**src/rtl/alu_pkg.sv**
```systemverilog
// alu_pkg: shared constants for the multicycle ALU.
//   - opcode encodings (3 bits)
//   - FSM state encoding (1 bit)
package alu_pkg;

  localparam logic [2:0] OP_ADD = 3'b000;
  localparam logic [2:0] OP_SUB = 3'b001;
  localparam logic [2:0] OP_AND = 3'b010;
  localparam logic [2:0] OP_OR  = 3'b011;
  localparam logic [2:0] OP_NOT = 3'b100;
  localparam logic [2:0] OP_SHL = 3'b101;
  localparam logic [2:0] OP_SHR = 3'b110;
  localparam logic [2:0] OP_MUL = 3'b111;

  localparam logic [0:0] ST_IDLE = 1'b0;
  localparam logic [0:0] ST_RUN  = 1'b1;

endpackage

```
**src/rtl/alu_mul.sv**
```systemverilog
// alu_mul: N-step unsigned shift-add multiplier.
// Ports:
//   clk_i, rst_i  : clock, synchronous active-high reset
//   load_i        : capture operands, clear the accumulator
//   step_i        : consume one multiplier bit (LSB first)
//   a_i, b_i      : multiplicand, multiplier (N bits)
//   prod_o        : 2N-bit product, valid after N steps
// Only instantiated by alu when ALU_MUL_EN is defined.
module alu_mul #(
  parameter int N = 4
) (
  input  logic           clk_i,
  input  logic           rst_i,
  input  logic           load_i,
  input  logic           step_i,
  input  logic [N-1:0]   a_i,
  input  logic [N-1:0]   b_i,
  output logic [2*N-1:0] prod_o
);

  logic [N-1:0] mcand_q, mcand_d;
  logic [N-1:0] hi_q, hi_d;
  logic [N-1:0] lo_q, lo_d;
  logic [N:0]   sum;

  // lo starts as the multiplier and is shifted out from the bottom while
  // product bits shift in from hi; after N steps {hi,lo} is the product.
  always_comb begin
    mcand_d = mcand_q;
    hi_d    = hi_q;
    lo_d    = lo_q;
    sum     = {1'b0, hi_q} + (lo_q[0] ? {1'b0, mcand_q} : '0);
    if (load_i) begin
      mcand_d = a_i;
      hi_d    = '0;
      lo_d    = b_i;
    end else if (step_i) begin
      hi_d = sum[N:1];
      lo_d = {sum[0], lo_q[N-1:1]};
    end
  end

  always_ff @(posedge clk_i) begin
    if (rst_i) begin
      mcand_q <= '0;
      hi_q    <= '0;
      lo_q    <= '0;
    end else begin
      mcand_q <= mcand_d;
      hi_q    <= hi_d;
      lo_q    <= lo_d;
    end
  end

  assign prod_o = {hi_q, lo_q};

endmodule

```
**src/rtl/alu.sv**
```systemverilog
// alu: multicycle N-bit ALU started by a one-cycle strobe.
// Every operation takes exactly N clock edges after the start edge; the
// result then holds until the next start or reset.
// Ports:
//   clk, rst  : clock, synchronous active-high reset (priority over inp)
//   inp       : start strobe, accepted only in IDLE
//   opcode    : operation select (see alu_pkg), latched at start
//   a, b      : operands, latched at start
//   y_ext     : multiply high word, else 0
//   y         : primary result
//   ovf       : carry (ADD) / borrow (SUB), else 0
// Build option: define ALU_MUL_EN to implement MUL; otherwise opcode 111
// runs N cycles and returns all zeros.
module alu
  import alu_pkg::*;
#(
  parameter int N = 4
) (
  input  logic         clk,
  input  logic         rst,
  input  logic         inp,
  input  logic [2:0]   opcode,
  input  logic [N-1:0] a,
  input  logic [N-1:0] b,
  output logic [N-1:0] y_ext,
  output logic [N-1:0] y,
  output logic         ovf
);

  localparam int CW = (N > 2) ? $clog2(N) : 1;
  localparam logic [CW-1:0] CNT_LAST = CW'(N - 1);

  logic [0:0]    state_q, state_d;
  logic [CW-1:0] cnt_q, cnt_d;
  logic [2:0]    op_q, op_d;
  logic [N-1:0]  a_q, a_d;
  logic [N-1:0]  b_q, b_d;
  logic [N-1:0]  y_q, y_d;
  logic          ovf_q, ovf_d;
  logic          carry_q, carry_d;

  logic start, run, last, first, is_sub;
  logic fa_a, fa_b, fa_cin, fa_sum, fa_cout;

  assign start  = (state_q == ST_IDLE) && inp;
  assign run    = (state_q == ST_RUN);
  assign last   = (cnt_q == CNT_LAST);
  assign first  = (cnt_q == '0);
  assign is_sub = (op_q == OP_SUB);

  // Bit-serial full adder. Subtraction is a + ~b + 1; the +1 is injected as
  // carry-in on step 0 since the carry flop is cleared at start.
  assign fa_a    = a_q[cnt_q];
  assign fa_b    = b_q[cnt_q] ^ is_sub;
  assign fa_cin  = carry_q | (is_sub & first);
  assign fa_sum  = fa_a ^ fa_b ^ fa_cin;
  assign fa_cout = (fa_a & fa_b) | (fa_a & fa_cin) | (fa_b & fa_cin);

  always_comb begin
    state_d = state_q;
    cnt_d   = cnt_q;
    op_d    = op_q;
    a_d     = a_q;
    b_d     = b_q;
    y_d     = y_q;
    ovf_d   = ovf_q;
    carry_d = carry_q;
    if (start) begin
      state_d = ST_RUN;
      cnt_d   = '0;
      op_d    = opcode;
      a_d     = a;
      b_d     = b;
      ovf_d   = 1'b0;
      carry_d = 1'b0;
      y_d     = ((opcode == OP_SHL) || (opcode == OP_SHR)) ? a : '0;
    end else if (run) begin
      cnt_d = cnt_q + CW'(1);
      if (last) begin
        state_d = ST_IDLE;
        cnt_d   = '0;
      end
      case (op_q)
        OP_ADD, OP_SUB: begin
          y_d[cnt_q] = fa_sum;
          carry_d    = fa_cout;
          if (last) ovf_d = is_sub ? ~fa_cout : fa_cout;
        end
        OP_AND: if (first) y_d = a_q & b_q;
        OP_OR:  if (first) y_d = a_q | b_q;
        OP_NOT: if (first) y_d = ~a_q;
        OP_SHL: y_d = y_q << 1;
        OP_SHR: y_d = y_q >> 1;
        default: ;
      endcase
    end
  end

  always_ff @(posedge clk) begin
    if (rst) begin
      state_q <= ST_IDLE;
      cnt_q   <= '0;
      op_q    <= OP_ADD;
      a_q     <= '0;
      b_q     <= '0;
      y_q     <= '0;
      ovf_q   <= 1'b0;
      carry_q <= 1'b0;
    end else begin
      state_q <= state_d;
      cnt_q   <= cnt_d;
      op_q    <= op_d;
      a_q     <= a_d;
      b_q     <= b_d;
      y_q     <= y_d;
      ovf_q   <= ovf_d;
      carry_q <= carry_d;
    end
  end

  assign ovf = ovf_q;

`ifdef ALU_MUL_EN
  logic [2*N-1:0] prod;
  logic           mul_show;

  alu_mul #(.N(N)) u_mul (
    .clk_i  (clk),
    .rst_i  (rst),
    .load_i (start),
    .step_i (run && (op_q == OP_MUL)),
    .a_i    (a),
    .b_i    (b),
    .prod_o (prod)
  );

  // The product register holds partial sums while running; expose it only
  // once the MUL has completed so outputs read 0 during the run.
  assign mul_show = (state_q == ST_IDLE) && (op_q == OP_MUL);
  assign y        = mul_show ? prod[N-1:0]   : y_q;
  assign y_ext    = mul_show ? prod[2*N-1:N] : '0;
`else
  assign y     = y_q;
  assign y_ext = '0;
`endif

endmodule

```
**config.mk**
```make
export PLATFORM = sky130hd
export DESIGN_NAME = alu
export DESIGN_NICKNAME = d
export VERILOG_FILES = /design/src/rtl/alu_pkg.sv /design/src/rtl/alu_mul.sv /design/src/rtl/alu.sv
export SDC_FILE = /design/constraint.sdc
export NUM_CORES = 1
export LEC_CHECK = 0
export ABC_AREA = 1
export BUFFER_PORTS_ARGS = -buffer_cell sky130_fd_sc_hd__buf_2
export CAP_MARGIN = 10
export CORE_MARGIN = 2
export CORE_UTILIZATION = 60
export CTS_CLUSTER_DIAMETER = 50
export DETAILED_ROUTE_END_ITERATION = 8
export PLACE_DENSITY = 0.84
export SETUP_SLACK_MARGIN = 0.15
export SYNTH_ARGS = -nofsm -noshare
export SYNTH_HDL_FRONTEND = slang
export SYNTH_HIERARCHICAL = 1
export SYNTH_SLANG_ARGS = --single-unit
```
**constraint.sdc**
```tcl
create_clock -name clk -period 3.6 [get_ports clk]
set_clock_uncertainty 0.1 [all_clocks]
set_input_delay 0.18 -clock clk [delete_from_list [all_inputs] [get_ports clk]]
set_output_delay 0.18 -clock clk [all_outputs]
set_load 0.01 [all_outputs]
```
==> results of run 1 <==
==> cells by family after synthesis <==
family	Yosys count
other cells	1
compound gates	40
simple gates	117
fa+ha+maj	5
flops	20
xor+xnor	2
buf+inv	41
==> synthesized netlist by cell type (2+ instances only) <==
library cell	count
nand4_1	5
buf_6	3
inv_2	4
nand2_2	6
buf_4	5
o21ai_1	2
nand3_1	20
inv_1	22
nand3_4	2
nor2_4	2
ha_1	4
clkbuf_1	2
nand2_1	46
dfxtp_1	20
a21oi_1	15
nor2_1	31
nand2_4	3
o21ai_0	18
buf_2	3
==> what timing repair did <==
action | in CTS | in global routing
setup buffers | 0 | 0
hold buffers | 1 | 0
endpoints found under the hold margin | 1 | 0
==> worst max-delay path by stage <==
| stage | from | endpoint | slack (ps) | cells past startpoint |
|---|---|---|---|---|
| 6_report | op_q[2]$_SDFFE_PP0P_ | y[1]$_SDFFE_PP0P_ | 1310 | 11 |
| 5_1_grt | op_q[2]$_SDFFE_PP0P_ | y[1]$_SDFFE_PP0P_ | 1120 | 11 |
| 4_1_cts | op_q[2]$_SDFFE_PP0P_ | y[1]$_SDFFE_PP0P_ | 1340 | 11 |
| 3_5_place_dp | op_q[2]$_SDFFE_PP0P_ | y[1]$_SDFFE_PP0P_ | 1360 | 11 |
| 3_3_place_gp | cnt_q[0]$_SDFFE_PP0P_ | y[1]$_SDFFE_PP0P_ | 1410 | 12 |
| 2_1_floorplan | cnt_q[0]$_SDFFE_PP0P_ | y[1]$_SDFFE_PP0P_ | 1410 | 13 |
==> area by class of cell <==
type	count	area [um2]
tap	30	37.5
multi-input combinational	168	892
fill	222	856
sequential	20	400
inverter	27	101
clock buffer	3	22.5
timing repair buffer	19	100
==> state kept, by name (all words and copies together), names as in the netlist <==
signal	flops
b_q	4
cnt_q	2
run	1
carry_q	1
a_q	4
y	4
op_q	3
ovf	1
==> placed cells by master, fill, tap and decap left out, types with 2 or more instances in the layout <==
cell	Yosys	final
o21ai_1	2	2
nand3_4	2	2
clkbuf_4	0	3
inv_1	22	22
buf_2	3	18
nand4_1	5	5
nand2_1	46	46
a21oi_1	15	15
dfxtp_1	20	20
ha_1	4	4
nand2_2	6	6
nand2_4	3	3
inv_2	4	4
nand3_1	20	20
o21ai_0	18	18
nor2_4	2	2
nor2_1	31	31
conb_1	1	4
==> metrics by stage <==
stage / hold WS, ps / std cells / worst slack [ps] / util [%]
2_1_floorplan: 149 / 229 / 1410 / -
3_5_place_dp: 303 / 263 / 1360 / 63.1
6_report: 32.6 / 267 / 1310 / 64.5
3_3_place_gp: 291 / 263 / 1410 / 63.1
4_1_cts: 30.3 / 267 / 1340 / 64.5
5_1_grt: 44.7 / 267 / 1120 / 64.5
==> worst max-delay path: cells and delay by family (launching register included) <==
kind                     cells  cell delay [ps]
buffers and inverters        1              100
XOR/XNOR                     1              270
adder cells (fa/ha/maj)      1              470
flip-flops                   1              500
AND/OR/NAND/NOR              8              810
==> routing by layer <==
metal  track usage [%]  wire [um]
met1              36.1       1460
met4              9.83         66
met2              41.5       1540
met3              3.89        229
met5                 0          0
==> report_power, final <==
| part | internal, mW | total (mW) | switching (mW) |
|---|---|---|---|
| clock network | 0.0389 | 0.105 | 0.0661 |
| registers | 0.240 | 0.263 | 0.0238 |
| logic | 0.0640 | 0.176 | 0.112 |
==> results.txt, run 1 <==
----------------------------------------------------
[Outcome]
  Outcome ... completed

[Global route]
  Gr ovfl total ... 0
  Total Routing Usage GR ... 26.3%
  Initial antenna violation count ... 0
  Largest net degree at the start of global routing ... 21
  Number of global-route vias before repair ... 1184
  Wire length of the first global-routing pass ... 5400 um

[Placement]
  HPWL reported at the end of detailed placement ... 2490 um
  Dpl cell area ... 1520 um2
  Input/output buffers ... 18
  Global placement routability congestion ... 0.916

[Yosys]
  Area of the mapped netlist ... 1500 um2
  Gate count of the mapped netlist ... 226
  Area contributors post-synth ... dfxtp_1 27%, nand2_1 12%, nor2_1 7.8%, nand3_1 6.7%, o21ai_0 6.0%
  Leading area contributor after synthesis ... dfxtp_1
  Area share of fa/ha/maj cells after synthesis ... 4.68%
  Main combinational cell family by area after synthesis ... simple AND/OR/NAND/NOR gates
  Fraction of synthesized cell area taken by the top area cell type ... 26.8%
  Number of synthesis warnings ... 6
  Proportion of synthesized chip area in sequential cells ... 26.8%
  Synthesized-area fraction occupied by and/or/nand/nor cells ... 37.8%
  Number of enable flip-flop cells after synthesis ... 0
  Post-synthesis register bit count ... 20
  Fraction of synthesized area in multiplexers ... 0%
  Avg Inst Size Synth ... 6.62 um2
  Post-synthesis share of cell area spent on xor and xnor gates ... 1.17%
  Count of cell types in the netlist ... 32
  Compound-Gate Fraction of Synth Area ... 15.0%
  Proportion of register bits with asynchronous set or reset after synthesis ... 0%
  Leading register cell type out of synthesis ... dfxtp_1

[Drt]
  Wire length per cell after detailed routing ... 12.3 um
  Average via count per standard cell ... 5.19
  Routed Wire Length ... 3290 um
  Detailed-route via count ... 1387
  Remaining antenna violation count ... 0
  Detailed-routing iteration count for the pre-antenna-repair pass ... 5
  Number of design-rule violations left by the first detailed-router iteration ... 43
  Number of DRC violations after detailed routing ... 0

[Setup path]
  Kind of critical path ... flop to flop
  Startpoint of the lowest-slack register-to-register path ... op_q[2]$_SDFFE_PP0P_
  Cell-by-cell listing of the critical path ... nor2_1 > nand2_1 > xnor2_1 > fa_1 > inv_1 > nand2_1 > nand2_2 > nand2_1 > nor2_1 > nor2_1 > nor2_1
  Slowest cell delay on critical path ... 500 ps
  Cell occurring most often along the worst timing path ... nor2_1
  R2R setup slack ... 1310 ps
  CP Max Fanout ... 16
  Arrival time of data at the critical path endpoint ... 2440 ps
  Data required time of the critical path ... 3740 ps
  Kind of end point of the critical path ... flop
  Type of element launching the critical path ... flop
  Logic depth of the worst register-to-register path ... 11
  Slowest cell on the critical path ... dfxtp_1
  Critical register-to-register path endpoint ... y[1]$_SDFFE_PP0P_

[Power and ir drop]
  Leakage ... 0.719 nW
  Worst IR Drop VDD ... 0.000255 V
  PwrDens ... 350 nW/um2
  Final total power ... 0.544 mW

[Clock tree]
  Largest buffer count on any clock path ... 2
  Source-to-sink clock delay at the later pin of the worst-skew pair ... 290 ps
  CTS clock-pin slew for the worst setup and hold paths ... 110 ps
  CTS tree ... built
  Level count of the clock H-tree ... 1
  Number of buffers created by CTS ... 3
  CTS root buffer ... clkbuf_4
  Post-CTS Resized ... 0
  Number of clock sinks ... 20

[Timing]
  Slew at the pin closest to its max-slew limit ... 550 ps
  Setup violation total in the final timing report ... 0
  Portion of the clock cycle consumed by the worst path in the final layout ... 63.7%
  Unrepaired setup endpoints after global routing ... false
  Maximum clock rate ... 436 MHz
  Final-layout setup total negative slack ... 0 ps
  Clock period minus worst slack ... 2290 ps
  Number of pins with negative max-slew slack in the final report ... 0
  Hold violation total from the final report ... 0
  Remaining max-slew budget at the tightest pin ... 63.3%

[Cells and area]
  Final Cell Area ... 1550 um2
  Count of inserted antenna diode cells ... 0
  Share of post-route cells with drive strength above 1 ... 18.1%
  Synthesis-to-finish area growth ... 3.85%
  Net count, final ... 258

[Floorplan]
  Number of placement rows ... 18
  Floorplan die area ... 2910 um2
  I/O pins ... 23
  Initial core utilization ... 62.1%
  Die Width ... 53.9 um
  Die Y ... 53.9 um
  Floorplan Core Area ... 2410 um2

[Hold path]
  Endpoint of the worst hold path ... b_q[3]$_SDFFE_PP0P_
  Path type of the worst min-delay path ... primary input to flop
  Worst hold stages ... 3
  Hold Crit Start ... b[3]

[Flow run]
  Reported max-cap violation count ... 0

----------------------------------------------------
No activity file was read; power rests on OpenSTA's default activity.
==> run 2: changes to the inputs <==
--- a/config.mk
+++ b/config.mk
@@ -8,11 +8,12 @@
 export ABC_AREA = 1
 export BUFFER_PORTS_ARGS = -buffer_cell sky130_fd_sc_hd__buf_2
 export CAP_MARGIN = 10
+export CORE_ASPECT_RATIO = 2
 export CORE_MARGIN = 2
-export CORE_UTILIZATION = 60
+export CORE_UTILIZATION = 56
 export CTS_CLUSTER_DIAMETER = 50
 export DETAILED_ROUTE_END_ITERATION = 8
-export PLACE_DENSITY = 0.84
+export PLACE_DENSITY = 0.79
 export SETUP_SLACK_MARGIN = 0.15
 export SYNTH_ARGS = -nofsm -noshare
 export SYNTH_HDL_FRONTEND = slang
==> constraint.sdc (replaced) <==
create_clock -name clk -period 2.3 [get_ports clk]
set_clock_uncertainty 0.1 [all_clocks]
set_input_delay 0.115 -clock clk [delete_from_list [all_inputs] [get_ports clk]]
set_output_delay 0.115 -clock clk [all_outputs]
set_load 0.01 [all_outputs]
==> run 2 against run 1 <==
Net effect: utilization is 1.6 points higher; cell count rose by 3.0%; non-clock buffer count grew 10; critical endpoint is now y[2]$_SDFFE_PP0P_; largest cell class unchanged; highest routed layer unchanged.
==> results.txt, run 2 (synthesized netlist as in run 1, its figures left out) <==
----------------------------------------------------
[Global route]
  Global route hottest layer ... met2
  Met3 routing resource usage after global routing ... 3.18%
  Number of global-route vias before repair ... 1406
  Gr ovfl total ... 0
  Largest net degree at the start of global routing ... 16
  Wire length of the first global-routing pass ... 6200 um
  Met2 Track Usage GR ... 47.9%
  Total Routing Usage GR ... 28.3%
  Met1 track demand over resource ... 29.3%
  Initial antenna violation count ... 0

[Floorplan]
  Initial core utilization ... 59.0%
  Number of placement rows ... 26
  Die Y ... 77.1 um
  Floorplan Core Area ... 2540 um2
  I/O pins ... 23
  Floorplan die area ... 3130 um2
  Die Width ... 40.6 um

[Cells and area]
  Top library cells by usage in the layout, fill and taps aside ... 44 x nand2_1, 31 x nor2_1, 20 x nand3_1
  Commonest non-fill, non-tap cell in the layout ... nand2_1
  Count of inserted antenna diode cells ... 0
  Synthesis-to-finish area growth ... 12.0%
  Sequential cell area in the final layout ... 405 um2
  Net count, final ... 268
  Multi-input gate area ... 915 um2
  Number of cells in the finished layout apart from fillers ... 275
  Share of post-route cells with drive strength above 1 ... 25.5%
  Final Cell Area ... 1680 um2
  Number of fill cells in the layout ... 254

[Drt]
  Average via count per standard cell ... 5.40
  Detailed-routing iteration count for the pre-antenna-repair pass ... 4
  Routed Wire Length ... 3900 um
  Wire length per cell after detailed routing ... 14.2 um
  Remaining antenna violation count ... 0
  Number of design-rule violations left by the first detailed-router iteration ... 46
  Detailed-route via count ... 1484
  Number of DRC violations after detailed routing ... 0

[Setup path]
  Slowest cell delay on critical path ... 580 ps
  Kind of end point of the critical path ... flop
  CP Max Fanout ... 5
  Kind of critical path ... flop to flop
  R2R setup slack ... 290 ps
  Arrival time of data at the critical path endpoint ... 2070 ps
  Slowest cell on the critical path ... fa_1
  Cell occurring most often along the worst timing path ... nor2_1
  Type of element launching the critical path ... flop
  Cell-by-cell listing of the critical path ... buf_6 > o21ai_0 > a21oi_1 > fa_1 > inv_2 > nand2_1 > nand2_2 > nand2_1 > nor2_1 > nor2_1 > nor2_1
  Data required time of the critical path ... 2360 ps

[Timing]
  Setup violation total in the final timing report ... 0
  Portion of the clock cycle consumed by the worst path in the final layout ... 87.3%
  Hold violation total from the final report ... 0
  Unrepaired setup endpoints after global routing ... true
  Maximum clock rate ... 498 MHz
  Number of pins with negative max-slew slack in the final report ... 0
  Clock period minus worst slack ... 2010 ps
  Final-layout setup total negative slack ... 0 ps

[Placement]
  Total placed cells including tap cells ... 268
  Dpl cell area ... 1570 um2
  HPWL reported at the end of detailed placement ... 2970 um
  Input/output buffers ... 18
  Global placement routability congestion ... 0.970

[Clock tree]
  CTS clock-pin slew for the worst setup and hold paths ... 70 ps
  Number of buffers created by CTS ... 3
  Source-to-sink clock delay at the later pin of the worst-skew pair ... 260 ps
  Number of clock sinks ... 20
  Largest buffer count on any clock path ... 2
  CTS tree ... built
  CTS root buffer ... clkbuf_8
  Level count of the clock H-tree ... 1

[Hold path]
  Path type of the worst min-delay path ... primary input to flop

[Power and ir drop]
  Worst IR Drop VDD ... 0.000401 V
  PwrDens ... 570 nW/um2
  Leakage ... 0.783 nW

[Flow run]
  Reported max-cap violation count ... 0

[Outcome]
  Outcome ... completed

----------------------------------------------------
==> run 2: power by group <==
group	total, mW	switching [mW]	internal (mW)
clock	0.236	0.119	0.117
sequential	0.400	0.0257	0.374
combinational	0.321	0.201	0.120
==> run 2: worst max-delay path: cells and delay by family, from the launching register on <==
family	cells	cell delay, ps
AOI/OAI and AO/OA	2	370
adders and majority gates	1	580
buffers and inverters	2	180
DFF	1	340
and+or+nand+nor	6	330
==> run 2: through the flow <==
| stage | util (%) | worst slack (ps) | total power [mW] | hold WS, ps |
|---|---|---|---|---|
| 2_1_floorplan | - | 202 | 0.654 | 84.1 |
| 3_3_place_gp | 61.9 | 247 | 0.707 | 242 |
| 3_5_place_dp | 61.9 | 211 | 0.710 | 248 |
| 4_1_cts | 64.3 | 183 | 0.945 | 12.4 |
| 5_1_grt | 66.1 | 135 | 1.02 | 23.5 |
| 6_report | 66.1 | 292 | 0.956 | 5.23 |
==> run 2: metal layers <==
| metal | vias to the layer above | share of wire [%] | wire [um] |
|---|---|---|---|
| li1 | 756 | - | - |
| met1 | 659 | 36 | 1400 |
| met2 | 51 | 54 | 2100 |
| met3 | 18 | 3.5 | 136 |
| met4 | 0 | 6.7 | 260 |
| met5 | - | 0 | 0 |
==> run 2: final cells by class <==
cell class	count	share of cell area (%)
well taps	28	2.09
clock buffers	3	2.46
multi-input cells	168	54.6
inverters	27	6.04
flip-flops and latches	20	24.2
repair buffers	29	10.7
==> run 2: final timing paths <==
path,cells after the start,end,start
worst max-delay path,11,y[2]$_SDFFE_PP0P_,cnt_q[0]$_SDFFE_PP0P_
worst min-delay path,3,b_q[3]$_SDFFE_PP0P_,b[3]
worst max register to register,11,y[2]$_SDFFE_PP0P_,cnt_q[0]$_SDFFE_PP0P_
worst min register to register,2,cnt_q[1]$_SDFFE_PP0P_,run$_SDFF_PP0_
==> run 2: repair_timing <==
| action | 4_1_cts | 5_1_grt |
|---|---|---|
| endpoints found under the hold margin | 3 | 0 |
| setup buffers | 0 | 1 |
| setup endpoints to repair | 0 | 4 |
| hold buffers | 2 | 0 |
| resized for setup | 0 | 15 |
